[config.mk]
export PLATFORM = sky130hd
export DESIGN_NAME = spi_master_param_flat
export DESIGN_NICKNAME = d
export VERILOG_FILES = /design/src/rtl/spi_master_param_if.sv /design/src/rtl/spi_master_param.sv /design/src/flat_wrapper.sv
export SDC_FILE = /design/constraint.sdc
export NUM_CORES = 1
export LEC_CHECK = 0
export CORE_UTILIZATION = 48
export DETAILED_ROUTE_END_ITERATION = 6
export MAX_ROUTING_LAYER = met4
export PLACE_DENSITY = 0.75
export SETUP_SLACK_MARGIN = 0.5
export SLEW_MARGIN = 20
export SYNTH_ARGS = -nofsm -noshare
export SYNTH_HDL_FRONTEND = slang
export SYNTH_SLANG_ARGS = --single-unit
[constraint.sdc]
create_clock -name clk -period 3.41 [get_ports clk]
set_input_delay 0.8525 -clock clk [delete_from_list [all_inputs] [get_ports clk]]
set_output_delay 0.8525 -clock clk [all_outputs]
set_load 0.01 [all_outputs]
[src/rtl/spi_master_param_if.sv]
// CPU-side handshake and SPI pin bundle for spi_master_param.
// With SPI_LOOPBACK_EN defined the bundle also carries the loopback select.
//
// Handshake: start is a one-cycle request. The master takes it only while busy=0
// and ignores it otherwise, with no queuing. busy stays high from the cycle after
// acceptance through the done cycle. done pulses for one cycle, and rxData holds
// from that cycle until the next accepted start.
interface spi_master_param_if #(
   parameter int WIDTH = 8
);
   logic             start;
   logic             cpol;
   logic             cpha;
   logic [WIDTH-1:0] txData;
   logic [WIDTH-1:0] rxData;
   logic             busy;
   logic             done;
   logic             sclk;
   logic             mosi;
   logic             miso;
   logic             csN;
`ifdef SPI_LOOPBACK_EN
   logic             loopback;

   modport master (
      input  start, cpol, cpha, txData, miso, loopback,
      output rxData, busy, done, sclk, mosi, csN
   );
   modport slave (
      output start, cpol, cpha, txData, miso, loopback,
      input  rxData, busy, done, sclk, mosi, csN
   );
`else
   modport master (
      input  start, cpol, cpha, txData, miso,
      output rxData, busy, done, sclk, mosi, csN
   );
   modport slave (
      output start, cpol, cpha, txData, miso,
      input  rxData, busy, done, sclk, mosi, csN
   );
`endif
endinterface

[src/rtl/spi_master_param.sv]
// Parametrised full-duplex SPI master: all four CPOL/CPHA modes, MSB/LSB order, chip select.
// Optional feature macro SPI_LOOPBACK_EN: samples internal mosi instead of miso when loopback=1.
module spi_master_param #(
   parameter int WIDTH     = 8,
   parameter int CLK_DIV   = 2,
   parameter bit LSB_FIRST = 1'b0
) (
   input  logic                      clk,
   input  logic                      reset,
   spi_master_param_if.master        bus,
   output logic [2:0]                state_dbg
);
   typedef enum logic [2:0] {
      IDLE  = 3'd0,
      LEAD  = 3'd1,
      XFER  = 3'd2,
      TRAIL = 3'd3,
      DONE  = 3'd4
   } state_t;

   localparam int                DIV_W     = (CLK_DIV > 1) ? $clog2(CLK_DIV) : 1;
   localparam int                HALF_W    = $clog2(2 * WIDTH);
   localparam logic [DIV_W-1:0]  DIV_LAST  = DIV_W'(CLK_DIV - 1);
   localparam logic [HALF_W-1:0] HALF_LAST = HALF_W'(2 * WIDTH - 1);

   state_t            state;
   logic [DIV_W-1:0]  div_cnt;
   logic [HALF_W-1:0] half_cnt;
   logic [WIDTH-1:0]  tx_shift;
   logic [WIDTH-1:0]  rx_shift;
   logic [WIDTH-1:0]  tx_next;
   logic [WIDTH-1:0]  rx_next;
   logic              cpol_q;
   logic              cpha_q;
   logic              din;
   logic              leading_edge;
   logic              sample_edge;
   logic              update_edge;

   function automatic logic out_bit(input logic [WIDTH-1:0] v);
      return LSB_FIRST ? v[0] : v[WIDTH-1];
   endfunction

   assign state_dbg = state;

   always_comb begin
      tx_next      = LSB_FIRST ? (tx_shift >> 1) : (tx_shift << 1);
`ifdef SPI_LOOPBACK_EN
      din          = bus.loopback ? bus.mosi : bus.miso;
`else
      din          = bus.miso;
`endif
      rx_next      = LSB_FIRST ? {din, rx_shift[WIDTH-1:1]} : {rx_shift[WIDTH-2:0], din};
      // Even half-periods end in an idle->active toggle.
      leading_edge = ~half_cnt[0];
      sample_edge  = (half_cnt[0] == cpha_q);
      // The first bit is already on mosi from LEAD; later bits follow the mode's update edge.
      update_edge  = cpha_q ? (leading_edge && (half_cnt != '0))
                            : (!leading_edge && (half_cnt != HALF_LAST));
   end

   always_ff @(posedge clk) begin
      if (reset) begin
         state      <= IDLE;
         div_cnt    <= '0;
         half_cnt   <= '0;
         tx_shift   <= '0;
         rx_shift   <= '0;
         cpol_q     <= 1'b0;
         cpha_q     <= 1'b0;
         bus.rxData <= '0;
         bus.busy   <= 1'b0;
         bus.done   <= 1'b0;
         bus.sclk   <= 1'b0;
         bus.mosi   <= 1'b0;
         bus.csN    <= 1'b1;
      end else begin
         case (state)
            IDLE: begin
               bus.sclk <= cpol_q;
               bus.csN  <= 1'b1;
               bus.done <= 1'b0;
               if (bus.start) begin
                  tx_shift <= bus.txData;
                  rx_shift <= '0;
                  cpol_q   <= bus.cpol;
                  cpha_q   <= bus.cpha;
                  bus.sclk <= bus.cpol;
                  bus.mosi <= out_bit(bus.txData);
                  bus.csN  <= 1'b0;
                  bus.busy <= 1'b1;
                  div_cnt  <= '0;
                  half_cnt <= '0;
                  state    <= LEAD;
               end
            end
            LEAD: begin
               if (div_cnt == DIV_LAST) begin
                  div_cnt <= '0;
                  state   <= XFER;
               end else begin
                  div_cnt <= div_cnt + 1'b1;
               end
            end
            XFER: begin
               if (div_cnt == DIV_LAST) begin
                  div_cnt  <= '0;
                  bus.sclk <= ~bus.sclk;
                  if (sample_edge) rx_shift <= rx_next;
                  if (update_edge) begin
                     tx_shift <= tx_next;
                     bus.mosi <= out_bit(tx_next);
                  end
                  if (half_cnt == HALF_LAST) begin
                     half_cnt <= '0;
                     state    <= TRAIL;
                  end else begin
                     half_cnt <= half_cnt + 1'b1;
                  end
               end else begin
                  div_cnt <= div_cnt + 1'b1;
               end
            end
            TRAIL: begin
               if (div_cnt == DIV_LAST) begin
                  div_cnt    <= '0;
                  bus.done   <= 1'b1;
                  bus.csN    <= 1'b1;
                  bus.rxData <= rx_shift;
                  state      <= DONE;
               end else begin
                  div_cnt <= div_cnt + 1'b1;
               end
            end
            DONE: begin
               bus.done <= 1'b0;
               bus.busy <= 1'b0;
               state    <= IDLE;
            end
            default: state <= IDLE;
         endcase
      end
   end
endmodule

[src/flat_wrapper.sv]
// flat-port wrapper written by rule: the top's interface ports become plain ports
module spi_master_param_flat 
#(
   parameter int WIDTH     = 8,
   parameter int CLK_DIV   = 2,
   parameter bit LSB_FIRST = 1'b0
)
  (clk, reset, state_dbg, bus_start, bus_cpol, bus_cpha, bus_txData, bus_miso, bus_rxData, bus_busy, bus_done, bus_sclk, bus_mosi, bus_csN);
  spi_master_param_if #(.WIDTH(WIDTH)) bus_i ();
  input  logic clk;
  input  logic reset;
  output logic [2:0] state_dbg;
  input wire logic [$bits(bus_i.start)-1:0] bus_start;
  input wire logic [$bits(bus_i.cpol)-1:0] bus_cpol;
  input wire logic [$bits(bus_i.cpha)-1:0] bus_cpha;
  input wire logic [$bits(bus_i.txData)-1:0] bus_txData;
  input wire logic [$bits(bus_i.miso)-1:0] bus_miso;
  output wire logic [$bits(bus_i.rxData)-1:0] bus_rxData;
  output wire logic [$bits(bus_i.busy)-1:0] bus_busy;
  output wire logic [$bits(bus_i.done)-1:0] bus_done;
  output wire logic [$bits(bus_i.sclk)-1:0] bus_sclk;
  output wire logic [$bits(bus_i.mosi)-1:0] bus_mosi;
  output wire logic [$bits(bus_i.csN)-1:0] bus_csN;
  assign bus_i.start = bus_start;
  assign bus_i.cpol = bus_cpol;
  assign bus_i.cpha = bus_cpha;
  assign bus_i.txData = bus_txData;
  assign bus_i.miso = bus_miso;
  assign bus_rxData = bus_i.rxData;
  assign bus_busy = bus_i.busy;
  assign bus_done = bus_i.done;
  assign bus_sclk = bus_i.sclk;
  assign bus_mosi = bus_i.mosi;
  assign bus_csN = bus_i.csN;
  spi_master_param #(.WIDTH(WIDTH), .CLK_DIV(CLK_DIV), .LSB_FIRST(LSB_FIRST)) u_core (.clk(clk), .reset(reset), .bus(bus_i), .state_dbg(state_dbg));
endmodule
Yosys cells after proc, flatten, opt, wreduce, memory -nomap -nowiden --
Cells that the tools add are included.
Cells by class: add/sub/neg operators 2, equal/unequal tests 14, multiplexer cells 35, bitwise gates (word level) 2, reductions and logical operators 22
Operators by type and width (number):
- two-way mux 8 bit | 3
- two-way mux 7 bit | 3
- one-hot mux 8 bit (2 select lines) | 1
- two-way mux 3 bit | 5
- one-hot mux 7 bit (2 select lines) | 1
- AND reduction 2 bit | 7
- two-way mux 4 bit | 3
- inequality test 2 x 1 -> 1 bit (second input constant) | 6
- one-hot mux 1 bit (2 select lines) | 6
- one-hot mux 3 bit (4 select lines) | 1
- two-way mux 1 bit | 11
- nonzero test 2 bit | 5
- one-hot mux 4 bit (2 select lines) | 1
- AND reduction 4 bit | 2
- == test 3 x 2 -> 1 bit (second input constant) | 2
- AND reduction 5 bit | 1
- adder 4 x 1 -> 4 bit (second input constant) | 1
- == test 4 bit (second input constant) | 1
- inequality test 4 bit (second input constant) | 1
- nonzero test 4 bit | 1
- == test 3 x 1 -> 1 bit (second input constant) | 1
- == test 3 bit (second input constant) | 1
- logical NOT 3 bit | 1
- AND reduction 3 bit | 1
- other kinds (7) | 9
Word-level totals: bits in registers 38, bits of input ports 14, logic and storage cells 88

Longest topological paths before layout --
word-level depth 6, depth in mapped cells 6, mapped depth without buffers 6

Worst setup path before layout --
No wires, ideal clock.
path kind input-to-reg, from input bus_start, to register u_core.tx_shift[5], arrival 1.649 ns, data required time 3.291 ns, path slack 1.642 ns, cell stages on the path 5, cell sequence or4b_4 > buf_6 > nor2_2 > nor2_1 > o221a_2
Between the ends: cells in the longest elaborated chain, start to end 2
RTL lines:
- from (decl) | RTL line flat_wrapper.sv:13 | input wire logic [$bits(bus_i.start)-1:0] bus_start;
- inequality test 2 bit (no source line)
- AND reduction 4 bit (no source line)
- to (signal assigned) | RTL line spi_master_param.sv:84 | tx_shift <= bus.txData;
- to (signal assigned) | RTL line spi_master_param.sv:111 | tx_shift <= tx_next;
- to (decl) | RTL line spi_master_param.sv:29 | logic [WIDTH-1:0] tx_shift;
Every way passes these cells. A chain may end at the register's enable or synchronous reset.

Worst setup path after layout --
from register u_core.state[1], in the netlist u_core.state_dbg[1], to output state_dbg[1]
RTL lines:
- from (decl) | RTL line spi_master_param.sv:26 | state_t state;
- from (signal assigned) | RTL line spi_master_param.sv:64 | state <= IDLE;
- from (signal assigned) | RTL line spi_master_param.sv:94 | state <= LEAD;
- from (signal assigned) | RTL line spi_master_param.sv:100 | state <= XFER;
- to (decl) | RTL line flat_wrapper.sv:12 | output logic [2:0] state_dbg;
No word-level cell between the ends.

==> impl_metrics.yaml <==
placed_design:
  routabilityCongestion: 0.808
  placedCellCount: 256
  dpl-instance-area_sq_um: 1990
  port_buffers: 29
  dp_hpwl_um: 2500
worst_setup_path:
  worstPathCellList: "clkdlybuf4s50_1"
  arrival_ns: 1.57
  reg2reg_to: "u_core.tx_shift[3]$_SDFFE_PP0P_"
  path_max_fanout: 14
  start_kind: "flop"
  r2r_start: "u_core.state_dbg[1]$_SDFFE_PP0P_"
  worst-setup-path-type: "reg -> out"
  required_ns: 2.56
  cpLargestDelayFamily: "buffers and inverters"
  reg2reg_slack_ns: 1.42
  slowest_delay_ns: 0.63
  reg2reg_depth: 3
  cp_num_buf_inv: 1
  worstSetupEndpointType: "output port"
  worst_path_max_delay_cell: "clkdlybuf4s50_1"
power_and_ir_drop:
  ir_drop_mv: 0.214
  leakagePower_nw: 0.703
  powerDensity_nw_per_um2: 414
sta:
  finalSetupViolCount: 0
  fmax_mhz: 412
  finalSetupTns_ns: 0
  skew_ns: 0.00919
  period_minus_slack_ns: 2.43
  maxSlewHeadroom: 0.489
  hold_violations: 0
  slew_violations: 0
  fin_crit_sh: 0.711
  hold_slack_ns: 0.466
  rsz0062_at_grt: "false"
  tightest_slew_ns: 0.765
layout:
  area_delta_synth_final_pct: 19.5
  final_util: 0.606
  final_nets: 233
  final_cells: 264
  diodes: 0
  drive_above_1_share: 0.147
  final_area_sq_um: 2050
yosys:
  ys_ff_latch: 38
  syn_inst: 192
  yosysMostFrequentCell: "dfxtp_1"
  synth.area.top_cells: "dfxtp_1 (44%), a21oi_1 (7.6%), nand2_1 (4.8%), o221a_2 (4.6%), nand2b_1 (3.3%)"
  synth_edf_count: 0
  yosys-top-cells-count: "dfxtp_1 (38), a21oi_1 (26), nand2_1 (22)"
  synthFlopType: "dfxtp_1"
  yosysSeqAreaShare: 0.443
  ys_types: 38
  synth_area_sq_um: 1720
  synth_nets: 208
  avgSynthCellArea_sq_um: 8.95
  synth.top_cell.area_share: 0.443
  synth_top_cell_by_area: "dfxtp_1"
  yosysWarnings: 0
  async_flop_share: 0
hold_path:
  min_path_cells: 2
  holdPathEnd: "u_core.bus.rxData[2]$_SDFFE_PP0P_"
  hold_start: "u_core.bus.rxData[2]$_SDFFE_PP0P_"
  min_path_type: "reg -> reg"
clocking:
  clock_latency_ns: 0.34
  clk_pin_slew_ns: 0.11
  htree_levels: 2
  cts_resized: 0
  cts-root-buf: "clkbuf_4"
  cts_made_buffers: 5
  cts_tree: "yes"
  ctsHoldBuffers: 0
  cts.sinks: 38
  cts_max_path_buffers: 2
  post_cts_buffers: 0
global_route:
  antenna_found_initial: 0
  overflow: 0
  grt_pass1_vias: 1260
  grt_pass1_wl_um: 5560
  grt_max_degree: 23
  gr-usage-all-layers: 0.209
route:
  routed_wl_um: 3440
  drc: 0
  dr.pass1.iters: 4
  via_count: 1439
  routedWlPerCell_um: 13.0
  drt_iter0_drc: 57
  ant_nets: 0
  via_per_inst: 5.45
job:
  drv_cap: 0
floorplan:
  die_h_um: 61.8
  start_util: 0.507
  die_area_sq_um: 3820
  die_x_um: 61.8
  ioPinCount: 30
  coreArea_sq_um: 3390
  placement_rows: 21
status:
  status: "completed"
-- cell usage in the layout (no fill, tap or decap), drive strengths merged, types with 3 or more instances in the layout --
cell type       n
dfxtp          38
clkdlybuf4s50  29
a21oi          28
nand2          23
nor2           21
nand3          11
nand2b         10
o21ai           7
o221a           7
clkbuf          7
nor3            4
nor2b           4
nor3b           3
-- how the worst max path moves through the flow --
| stage | from | end | cells after the start |
|---|---|---|---|
| 6_report | u_core.state_dbg[1]$_SDFFE_PP0P_ | state_dbg[1] | 1 |
| 5_1_grt | u_core.state_dbg[1]$_SDFFE_PP0P_ | state_dbg[1] | 1 |
| 4_1_cts | u_core.state_dbg[1]$_SDFFE_PP0P_ | state_dbg[1] | 1 |
| 3_5_place_dp | bus_start | u_core.rx_shift[2]$_SDFFE_PP0P_ | 5 |
| 3_3_place_gp | bus_start | u_core.rx_shift[5]$_SDFFE_PP0P_ | 5 |
| 2_1_floorplan | bus_start | u_core.tx_shift[5]$_SDFFE_PP0P_ | 5 |
-- tightest hold or removal path: cells and delay by family (launching register included) --
family / cells / cell delay [ns]
compound gates: 1 / 0.06
flops: 1 / 0.33
simple gates: 1 / 0.05
-- logic make-up after synthesis --
| kind of cell | Yosys count | synth area share |
|---|---|---|
| AOI/OAI and AO/OA | 50 | 0.202 |
| xor gates and xnor gates | 4 | 0.0204 |
| adders and majority gates | 2 | 0.0146 |
| buffers and inverters | 14 | 0.0509 |
| DFF | 38 | 0.443 |
| muxes | 1 | 0.00582 |
| and+or+nand+nor | 83 | 0.263 |
-- stage by stage --
step / total power [mW] / setup slack (ns)
5_1_grt: 0.895 / 0.844
2_1_floorplan: 0.578 / 1.64
6_report: 0.850 / 0.984
4_1_cts: 0.859 / 0.962
3_5_place_dp: 0.617 / 0.872
3_3_place_gp: 0.611 / 0.942
-- registers in the layout (all words and copies together) (netlist names) --
| name | count |
|---|---|
| u_core.bus.rxData | 8 |
| u_core.rx_shift | 8 |
| u_core.tx_shift | 7 |
| u_core.half_cnt | 4 |
| u_core.state_dbg | 3 |
| u_core.bus.busy | 1 |
| u_core.bus.csN | 1 |
| u_core.bus.done | 1 |
| u_core.bus.mosi | 1 |
| u_core.bus.sclk | 1 |
| u_core.cpha_q | 1 |
| u_core.cpol_q | 1 |
| u_core.div_cnt | 1 |
-- area by class of cell --
class | count | area, sq um
tap | 46 | 57.6
fill | 281 | 1340
inverter | 2 | 7.51
sequential | 38 | 761
clock buffer | 7 | 55.1
clock inverter | 1 | 5.00
timing repair buffer | 30 | 298
multi-input combinational | 140 | 871
-- per-layer routing --
metal | share of wire | GRT usage
met1 | 0.45 | 0.244
met5 | 0 | -
met4 | 0.016 | 0.0889
met2 | 0.49 | 0.333
met3 | 0.044 | 0.0621
-- report_power, final --
part	switching (mW)	internal, mW	total (mW)
clock network	0.143	0.100	0.243
registers	0.0202	0.462	0.482
logic	0.0605	0.0638	0.124
total	0.224	0.626	0.850
No activity file was read; power rests on OpenSTA's default activity.
